--- src/rtl/wb_pkg.sv ---
// Shared definitions for the write-back stage: halt FSM state encoding and
// the hard-wired zero register index.
package wb_pkg;

    typedef enum logic [1:0] {
        ST_RUN    = 2'b00,
        ST_HALT   = 2'b01,
        ST_RESUME = 2'b10
    } wb_state_e;

    localparam int REG_ZERO = 0;

endpackage

--- src/rtl/wb_counter.sv ---
// Free-running wrap-around counter with enable and synchronous clear,
// used for the retired-instruction and cycle counters.
module wb_counter #(
    parameter int CNT_W = 32
) (
    input  logic             clk,
    input  logic             rst,
    input  logic             clear,
    input  logic             en,
    output logic [CNT_W-1:0] count
);

    // NOTE: sequential state is always updated with non-blocking assignments
    // so every flop samples pre-edge values regardless of block ordering.
    always_ff @(posedge clk) begin
        if (rst || clear) begin
            count <= '0;
        end else if (en) begin
            count <= count + CNT_W'(1);
        end
    end

endmodule

--- src/rtl/wb_stage.sv ---
// Write-back stage: register-file write mux, LED show latch, syscall halt FSM
// and retire counting. Define WB_PERF_CNT_EN to build the free-running cycle_cnt.
module wb_stage
    import wb_pkg::*;
#(
    parameter int DATA_W     = 32,
    parameter int REG_ADDR_W = 5,
    parameter int CNT_W      = 32
) (
    input  logic                  clk,
    input  logic                  rst,
    input  logic                  stall,
    input  logic                  status_in,
    input  logic                  show_in,
    input  logic                  syscall_in,
    input  logic                  mem_to_reg_in,
    input  logic                  reg_write_in,
    input  logic                  jal_in,
    input  logic [DATA_W-1:0]     led_data_in,
    input  logic [DATA_W-1:0]     alu_result_in,
    input  logic [DATA_W-1:0]     mem_data_in,
    input  logic [DATA_W-1:0]     pc_and4_in,
    input  logic [REG_ADDR_W-1:0] write_reg_in,
    input  logic [DATA_W-1:0]     pc_in,
    input  logic                  go,
    output logic                  rf_we,
    output logic [REG_ADDR_W-1:0] rf_waddr,
    output logic [DATA_W-1:0]     rf_wdata,
    output logic                  halt,
    output logic [DATA_W-1:0]     halt_pc,
    output logic [DATA_W-1:0]     led_out,
    output logic                  led_valid,
    output logic [CNT_W-1:0]      retired_cnt,
    output logic [CNT_W-1:0]      cycle_cnt
);

    wb_state_e state, state_next;
    logic      retire;
    logic      sys_fire;
    logic      halt_fire;
    logic      show_fire;

    assign retire    = status_in & ~stall & (state != ST_HALT);
    // The held syscall is still in WB during RESUME; it must not re-trigger.
    assign sys_fire  = retire & syscall_in & (state == ST_RUN);
    assign halt_fire = sys_fire & ~show_in;
    assign show_fire = sys_fire & show_in;

    assign rf_waddr = write_reg_in;
    assign rf_we    = status_in & reg_write_in & (state != ST_HALT)
                    & (write_reg_in != REG_ADDR_W'(REG_ZERO));
    assign rf_wdata = jal_in        ? pc_and4_in  :
                      mem_to_reg_in ? mem_data_in : alu_result_in;

    // NOTE: every signal written here gets a default first; a path that
    // leaves one unassigned would infer a latch.
    always_comb begin
        state_next = state;
        case (state)
            ST_RUN:    if (halt_fire) state_next = ST_HALT;
            ST_HALT:   if (go) state_next = ST_RESUME;
            ST_RESUME: state_next = ST_RUN;
            default:   state_next = ST_RUN;
        endcase
    end

    always_ff @(posedge clk) begin
        if (rst) begin
            state     <= ST_RUN;
            halt      <= 1'b0;
            halt_pc   <= '0;
            led_out   <= '0;
            led_valid <= 1'b0;
        end else begin
            state     <= state_next;
            halt      <= (state_next == ST_HALT);
            led_valid <= show_fire;
            if (halt_fire) halt_pc <= pc_in;
            if (show_fire) led_out <= led_data_in;
        end
    end

    wb_counter #(.CNT_W(CNT_W)) u_retired_cnt (
        .clk   (clk),
        .rst   (rst),
        .clear (1'b0),
        .en    (retire),
        .count (retired_cnt)
    );

`ifdef WB_PERF_CNT_EN
    wb_counter #(.CNT_W(CNT_W)) u_cycle_cnt (
        .clk   (clk),
        .rst   (rst),
        .clear (1'b0),
        .en    (1'b1),
        .count (cycle_cnt)
    );
`else
    assign cycle_cnt = '0;
`endif

endmodule

--- config.mk ---
export PLATFORM = sky130hd
export DESIGN_NAME = wb_stage
export DESIGN_NICKNAME = d
export VERILOG_FILES = /design/src/rtl/wb_pkg.sv /design/src/rtl/wb_counter.sv /design/src/rtl/wb_stage.sv
export SDC_FILE = /design/constraint.sdc
export NUM_CORES = 1
export LEC_CHECK = 0
export CELL_PAD_IN_SITES_DETAIL_PLACEMENT = 1
export CELL_PAD_IN_SITES_GLOBAL_PLACEMENT = 1
export CORE_MARGIN = 5
export CORE_UTILIZATION = 25
export DETAILED_ROUTE_END_ITERATION = 8
export GPL_ROUTABILITY_DRIVEN = 0
export GPL_TIMING_DRIVEN = 0
export MAX_ROUTING_LAYER = met4
export PLACE_DENSITY_LB_ADDON = 0.2
export REMOVE_ABC_BUFFERS = 1
export SLEW_MARGIN = 20
export SYNTH_ARGS = -nofsm -noshare
export SYNTH_HDL_FRONTEND = slang
export SYNTH_SLANG_ARGS = --single-unit
--- constraint.sdc ---
create_clock -name clk -period 4.3 [get_ports clk]
set_clock_uncertainty 0.1 [all_clocks]
set_input_delay 0.645 -clock clk [delete_from_list [all_inputs] [get_ports clk]]
set_output_delay 0.645 -clock clk [all_outputs]
set_load 0.005 [all_outputs]
Yosys cells after proc, flatten, opt, wreduce, memory -nomap -nowiden
Index checks and enable logic that the tools add are counted.
Word-level totals
  input bits: 175
  register bits after elaboration: 100
  word-level logic and storage cells: 28
  bits in writable memories: 0
  memory bits (read-only): 0
  output and inout bits: 168
  bits in latches: 0
  memories: 0
Operators by class
  muxes and demuxes: 5
  shift-type cells: 0
  equality and inequality tests: 3
  reduce and logical (&&, ||, !) cells: 2
  bitwise gates (word level): 11
  order comparisons: 0
  $add $sub $neg: 1
  divide/modulo/power cells: 0
  multipliers: 0
Operators with widths (count)
  $mux 32: 2
  $add 32x1->32 const B: 1
  $and 1x1->1: 9
  $reduce_bool 5->1: 1
  $eq 2x1->1 const B: 2
  $mux 2: 2
  $pmux 2 s2: 1
  $logic_not 2->1: 1
  $ne 2x1->1 const B: 1
  $not 1->1: 2

Logic depth before layout (Yosys ltp)
Gate-level depths: netlist of run 1.
  word-level depth: 9
  depth in mapped cells: 7
  gate-level depth less buffers: 6

Modules after synthesis
From an unflattened synthesis of run 1, not the netlist that was laid out.
Second synthesis, totals
  cell total of the unflattened synthesis: 621
  area total of the unflattened synthesis: 5547.8 um^2
By module, submodules not included
  wb_stage: cells each 443, area an instance 3981.3 um^2, times used 1, seq. area each 1361.3 um^2
  wb_counter: cells each 178, area an instance 1566.5 um^2, times used 1, seq. area each 640.6 um^2

Worst setup path after synthesis of run 1
No wires, ideal clock.
  path type: input-to-output
  start: input port mem_to_reg_in
  end: output port rf_wdata[10]
  arrival time: 1.394 ns
  slack: 2.161 ns
  data required time: 3.555 ns
  stages on the path: 4
  buffers on the path: 2
  cells stage by stage: clkbuf_1 > buf_2 > mux2i_1 > o21ai_0
Between the ends
  cells in the longest elaborated chain, start to end: 2
RTL lines
  start: declaration: line wb_stage.sv:16  | input logic mem_to_reg_in,
  $mux 32: line wb_stage.sv:53  | mem_to_reg_in ? mem_data_in : alu_result_in;
  $mux 32: line wb_stage.sv:52  | assign rf_wdata = jal_in ? pc_and4_in :
  end: declaration: line wb_stage.sv:28  | output logic [DATA_W-1:0] rf_wdata,
No other way between the ends.

Worst setup path in the final report of run 1
  start: input port mem_to_reg_in
  end: output port rf_wdata[3]
Same word-level chain as after synthesis.

==> results of run 1 <==
## per-stage QoR
step                std cells  total power, µW  area, µm²
finish                   1175             2130       8380
global route             1175             2240       8380
CTS                      1173             2180       8380
detailed placement       1157             1360       8090
global placement         1148             1350       7910
floorplan                 578             1040       4480
## layout by cell type, fill, tap and decap left out, types with 2 or more instances in the layout
cell type,synthesis,layout
dfxtp_1,100,100
and2_1,2,2
buf_16,0,4
nor2_1,35,33
nand2_1,172,172
nand4_4,2,2
clkinv_2,0,2
buf_2,6,2
nand4_1,17,17
xnor2_1,8,8
o21ai_0,38,38
conb_1,1,32
and3_1,4,4
inv_1,5,5
clkdlybuf4s50_1,0,307
nor2_4,0,2
or3_1,6,6
mux2i_1,33,33
clkbuf_16,0,9
inv_6,0,3
nor3_1,9,9
nand3_1,11,11
buf_6,0,3
nor4_1,3,3
a21oi_1,72,72
xor2_1,16,16
and4_1,3,3
diode_2,0,2
## critical path, cell delays in order
cell and delay (ns):
buf_2 0.42, buf_16 0.24, mux2i_1 0.34, o21ai_0 0.13, clkdlybuf4s50_1 0.47
## flip-flops by register name (all words and copies together) (netlist names)
name and cells:
state 2, u_retired_cnt.count 32, led_out 32, led_valid 1
halt 1, halt_pc 32
## final cells by class
cell class / count / area share (%)
Clock buffer: 9 / 2.69
Inverter: 5 / 0.224
Multi-Input combinational cell: 473 / 29.5
Antenna cell: 2 / 0.0597
Timing Repair Buffer: 319 / 39.0
Clock inverter: 7 / 0.717
Sequential cell: 100 / 23.9
Tap cell: 260 / 3.88
## cells by family after synthesis
family,Yosys count,share of synthesized area (%)
other,1,0.0780
xor gates and xnor gates,24,4.37
AOI/OAI and AO/OA,110,11.5
buffers and inverters,80,9.55
adders and majority gates,1,0.260
and+or+nand+nor,272,25.5
DFF,100,41.7
muxes,34,7.11
## per-layer routing
metal | share of wire, % | routed length (µm) | vias up
li1 | - | - | 2574
met1 | 40 | 8110 | 2413
met2 | 49 | 9790 | 188
met3 | 9.2 | 1850 | 15
met4 | 1.5 | 297 | 0
met5 | 0 | 0 | -
## worst paths after layout
check | startpoint | to | depth (start not counted)
max | mem_to_reg_in | rf_wdata[3] | 5
min reg2reg | led_out[7]$_SDFFE_PP0P_ | led_out[7]$_SDFFE_PP0P_ | 2
min | led_out[7]$_SDFFE_PP0P_ | led_out[7]$_SDFFE_PP0P_ | 2
max reg2reg | u_retired_cnt.count[2]$_SDFFE_PP0N_ | u_retired_cnt.count[17]$_SDFFE_PP0N_ | 5
## power breakdown
part	switching (µW)	leakage [µW]	internal [µW]
Combinational	136	0.00210	252
Clock	387	0.000139	402
Sequential	8.20	0.000808	940
Total	531	0.00305	1590
==> results by stage, run 1 <==
Cells and area:
- The synthesis-to-finish area growth is 74.4%.
- The combined area of the multi-input logic cells is 2480 µm².
- The number of filler cells placed in the layout is 2210.
- Once layout is complete, the utilization of the core stands at 44.5%.
- The area taken by flip-flops and latches is 2000 µm².
- The share of layout cells above drive strength 1 is 4.16%.
- After the last flow step, the layout net total stands at 1084.

Synth:
- For this run, the number of Yosys warnings is 0.
- The post-synthesis cell type with the largest combined area is dfxtp_1.
- The share of the Yosys chip area taken by registers is 41.7%.
- Dividing the synthesized area by the synthesized cell count gives 7.73 µm².
- In this run, synthesis inferred 0 flip-flops with an integrated enable.
- The dominant cell by count in the synthesized netlist is nand2_1.
- In the post-synthesis netlist, the biggest area contributors are dfxtp_1 (42%), nand2_1 (13%), a21oi_1 (7.5%).
- For this run, the leading register cell type out of synthesis is dfxtp_1.
- The commonest cells after synthesis are nand2_1 (172), dfxtp_1 (100), a21oi_1 (72).
- The fraction of registers with async set/reset is 0%.
- The number of distinct library cells after synthesis is 34.
- The synthesized netlist cell count is 622.
- The combined area of all synthesized cells is 4810 µm².
- In this run the biggest area consumer among cell types represents 41.7% of the synthesized area.
- In this run, synthesis produced a sequential element count of 100.

Global route:
- The first global-routing pass estimated 29800 µm of wire.
- Global routing used 17.7% of the available tracks across all layers.
- The routing usage on met3 is 6.58%.
- The global routing met2 resource utilization is 30.4%.
- Entering global routing, the biggest net connects 55 pins.
- For met1 alone, demand over resource in global routing was 19.7%.
- Global routing finished with a remaining overflow of 0.
- The global routing stage identified its most utilized layer as met2.
- The via count of the first global-routing pass is 5192.
- The number of antenna violations at the first check in global routing is 2.

Route:
- Using the TritonRoute via totals, the vias-per-cell ratio works out to 4.42.
- In this run, the number of DRC markers left after iteration 0 of detailed routing was 128.
- The antenna violation net count after detailed routing is 0.
- The first-pass iteration count of the detailed router is 4.
- After detailed routing, the total wire length is 20000 µm.
- The DRC violation count after routing is 0.
- The total number of vias is 5190.
- The wire length per cell after detailed routing is 17.1 µm.

Critical path:
- The worst setup path category is in -> out.
- In this run the worst path has a maximum fanout of 18.
- The required time at the endpoint of the critical path is 3.56 ns.
- The kind of end point of the critical path is an output pin.
- The sort of element at the start of the critical path is an input port.
- The worst register-to-register path has a setup slack of 2.24 ns.
- The critical path arrival is 2.26 ns.

Power and ir drop:
- The peak supply drop is 0.171 mV.
- The leakage component of the power is 0.00305 µW.
- In this run the power density over the cells is 254 nW/µm².

STA:
- The maximum clock rate is 333 MHz.
- Setup repair after global routing left no endpoint under its margin.
- The number of slew-limit violations in the final report was 0.
- The count of final hold-check violations is 0.
- The worst path meets setup with 1.30 ns of slack.
- At the pin with the least slew margin, the transition time is 0.750 ns.
- Setup violations remaining at the end of the flow were counted as 0.
- Setup total negative slack on the finished layout was measured at 0 ns.
- The final critical path time including I/O delays and setup is 3.00 ns.
- The final critical path takes up 69.9% of the cycle.
- Measured against its own limit, the worst slew margin works out to 49.6%.
- The worst hold slack after final layout is 0.352 ns.

Job:
- The tool flagged a number of max-cap violations equal to 0.

Floorplan:
- In this run the vertical extent of the chip is 149 µm.
- The overall die width is 149 µm.
- The site row count is 50.
- The die footprint is 22100 µm².
- The core region is 18800 µm².
- The number of top-level pins is 343.
- The initial cell density of the core is 25.5%.

Clock tree:
- For this design, the sink count on the clock tree is 100.
- At the later pin of the worst-skew pair, clock insertion delay measures 0.34 ns.
- TritonCTS built the clock tree.
- The total of cells resized after clock tree synthesis is 0.
- Buffers added to address setup during post-CTS repair amount to 0.
- The number of hold buffers added after CTS was 0.
- The clock-pin slew on the worst setup and hold paths is 0.07 ns.
- The worst-case clock buffer depth is 2.
- The clock tree root driver cell is clkbuf_16.
- The H-tree was split into 3 levels.
- The number of buffers added by the clock tree synthesis step is 9.

Placement:
- The wire-length estimate of the detail-placed layout is 16000 µm.
- During placement, the flow inserted port buffers numbering 310.
- OpenSTA, run right after detailed placement, puts the worst setup slack at 1.25 ns.

Run status:
- The run finished with clean final reports.

Min path:
- The type of the tightest min-delay check is reg -> reg.
Note: power is estimated with default switching activity, not from simulation.
==> run 2, diff against run 1 <==
CORE_UTILIZATION = 21   (was 25)
clock period = 2.64 ns   (was 4.3 ns; I/O delays follow)
==> run 2 against run 1 <==
Routed wire length rose by 4.5%; register-to-register slack got worse by 1.6 ns; cell count rose by 2.2%; clock power rose by 67%; hold slack got worse by 0.086 ns; global-route usage fell by 2.0 points; critical path depth did not move; sequential share of layout area fell by 0.10 points; sequential cell count did not move; combinational power rose by 65%; first-iteration DRC count rose by 62%; highest routed layer unchanged.
==> results by stage, run 2 (synthesis gave the netlist of run 1 again) <==
Route:
- The final wirelength is 20900 µm (+4.5%).
- The antenna violation net count after detailed routing was 0 (unchanged).
- The wire length per cell after detailed routing is 17.4 µm (+2.2%).
- The via count normalized by instance count was 4.33 (-2.0%).
- The first-pass iteration count of the detailed router came to 4 (unchanged).
- The starting DRC count in detailed routing is 207 (+62%).
- The DRC violation count after routing came to 0 (unchanged).
- The total number of vias is 5200 (+0.19%).

Clock tree:
- The total of cells resized after clock tree synthesis is 0 (unchanged).
- The clock latency on the worst-skew pair is 0.35 ns (about the same).
- The clock-pin slew on the worst setup and hold paths is 0.08 ns (about the same).
- The cell sitting at the root of the clock tree is a clkbuf_16.
- TritonCTS built the clock tree.
- The number of H-tree levels is 3 (unchanged).
- The number of buffers added by the clock tree synthesis step is 9 (unchanged).
- The number of clock sinks seen by CTS came to 100 (unchanged).
- The number of buffers added for setup after CTS is 0 (unchanged).
- The worst-case clock buffer depth came to 2 (unchanged).
- The number of hold-repair buffers added at the cts stage is 0 (unchanged).

Critical path:
- The worst setup path category is in -> out.
- The critical path arrival came to 1.94 ns (-0.32 ns).
- The highest fanout seen on the critical path is 24 (+6).
- The required time at the endpoint of the critical path was 2.14 ns (-1.42 ns).
- The sort of element at the start of the critical path is an input port.
- STA classifies the critical path endpoint as an output pin.

Global route:
- The via count of the first global-routing pass is 5091 (-1.9%).
- The remaining global-route overflow is 0 (unchanged).
- The maximum number of pins on one net before global-route repair is 73 (+33%).
- The global-route usage over all layers is 15.7% (-2.0 points).
- The wire length of the first global-routing pass was 31200 µm (+4.5%).
- The number of antenna violations at the first check in global routing was 3 (+1).

Min path:
- The path class of the tightest hold or removal check is in -> reg.

Cells and area:
- The combined area of the multi-input logic cells is 2480 µm² (unchanged).
- The area growth from synthesis to layout is 75.2%.
- The number of filler cells placed in the layout was 2681 (+21%).
- The library cells used most frequently in the layout, excluding fill and tap cells, are clkdlybuf4s50_1 (307), nand2_1 (172), dfxtp_1 (100).
- The count of nets after finishing was 1084 (unchanged).
- The largest registers in the layout are halt_pc (32), led_out (32), u_retired_cnt.count (32).
- The share of layout cells above drive strength 1 is 4.16% (unchanged).
- The commonest non-fill, non-tap cell in the layout is clkdlybuf4s50_1.
- The area taken by flip-flops and latches came to 2000 µm² (unchanged).

STA:
- The relative slew slack came to 50.8% (+1.2 points).
- The number of slew-limit violations in the final report is 0 (unchanged).
- Dividing the final minimum period by the clock period gives 92.3%.
- The actual slew at the worst max-slew pin came to 0.732 ns (-0.0173 ns).
- Derived from the worst setup path, the maximum achievable clock frequency is 411 MHz.
- The number of setup violations in the final report is 0 (unchanged).
- Setup repair after global routing left no endpoint under its margin.
- The count of final hold-check violations is 0 (unchanged).
- The routed design could run at a clock period as short as 2.44 ns.
- The worst hold slack after final layout is 0.267 ns (-0.0859 ns).
- The final sum of negative setup slack is 0 ns (unchanged).

Placement:
- The quantity of I/O buffers inserted on ports is 310 (unchanged).
- The sum of net half-perimeters after detailed placement is 16800 µm (+4.9%).

Power and ir drop:
- The leakage component of the power is 0.00305 µW (about the same).
- The total power per unit cell area was 416 nW/µm² (+64%).
- The peak supply drop is 0.306 mV (+79%).

Run status:
- The flow ran to the end, and the final reports show no timing, DRC or antenna violations.

Floorplan:
- The height of the die is 161 µm (+8.5%).
- The overall die width is 161 µm (+8.5%).
- The initial cell density of the core is 21.3% (-4.2 points).
- The die footprint is 26000 µm² (+18%).
- The site row count is 55 (+10%).
- The number of top-level pins came to 343 (unchanged).
- The area inside the core boundary came to 22600 µm² (+20%).

Job:
- The number of max-cap violations is 0 (unchanged).
-- run 2: worst max-delay path, stage by stage --
cell and delay, ns:
buf_2 0.28, buf_12 0.26, mux2i_1 0.34, o21ai_0 0.12, clkdlybuf4s50_1 0.53
-- run 2: per-stage QoR --
step	cells	worst slack [ns]	utilization, %	area [µm²]	power (µW)
final	1201	0.204	37.3	8420	3510
after global placement	1173	-1.90	35.2	7940	2210
after CTS	1198	0.193	37.3	8410	3580
after global routing	1201	0.162	37.3	8420	3690
after floorplan	578	0.409	-	4480	1700
after detailed placement	1182	0.164	36.0	8120	2230
-- run 2: path summary, 6_finish.rpt --
check	startpoint	to	slack [ns]	depth (start not counted)
setup / recovery	mem_to_reg_in	rf_wdata[18]	0.20	5
hold / removal	rst	u_retired_cnt.count[20]$_SDFFE_PP0N_	0.27	2
setup reg to reg	u_retired_cnt.count[2]$_SDFFE_PP0N_	u_retired_cnt.count[19]$_SDFFE_PP0N_	0.62	5
hold reg to reg	halt_pc[24]$_SDFFE_PP0P_	halt_pc[24]$_SDFFE_PP0P_	0.35	2
-- run 2: where the power goes --
group | total [µW] | internal, µW | switching, µW
combinational | 640 | 409 | 231
clock | 1320 | 664 | 658
sequential | 1540 | 1530 | 13.6
-- run 2: per-layer routing --
metal  global-route usage [%]  share of wire (%)  vias up
li1                         -                  -     2581
met1                     17.7                 41     2400
met2                     27.1                 49      197
met3                     5.18                8.0       22
met4                     3.96                1.5        0
met5                        -                  0        -
-- run 2: final cells by class --
type	instances	area share (%)
multi-input combinational	473	29.4
timing repair buffer	319	38.8
inverter	5	0.223
clock buffer	9	2.68
sequential	100	23.8
antenna	3	0.0892
clock inverter	7	0.788
tap	285	4.24
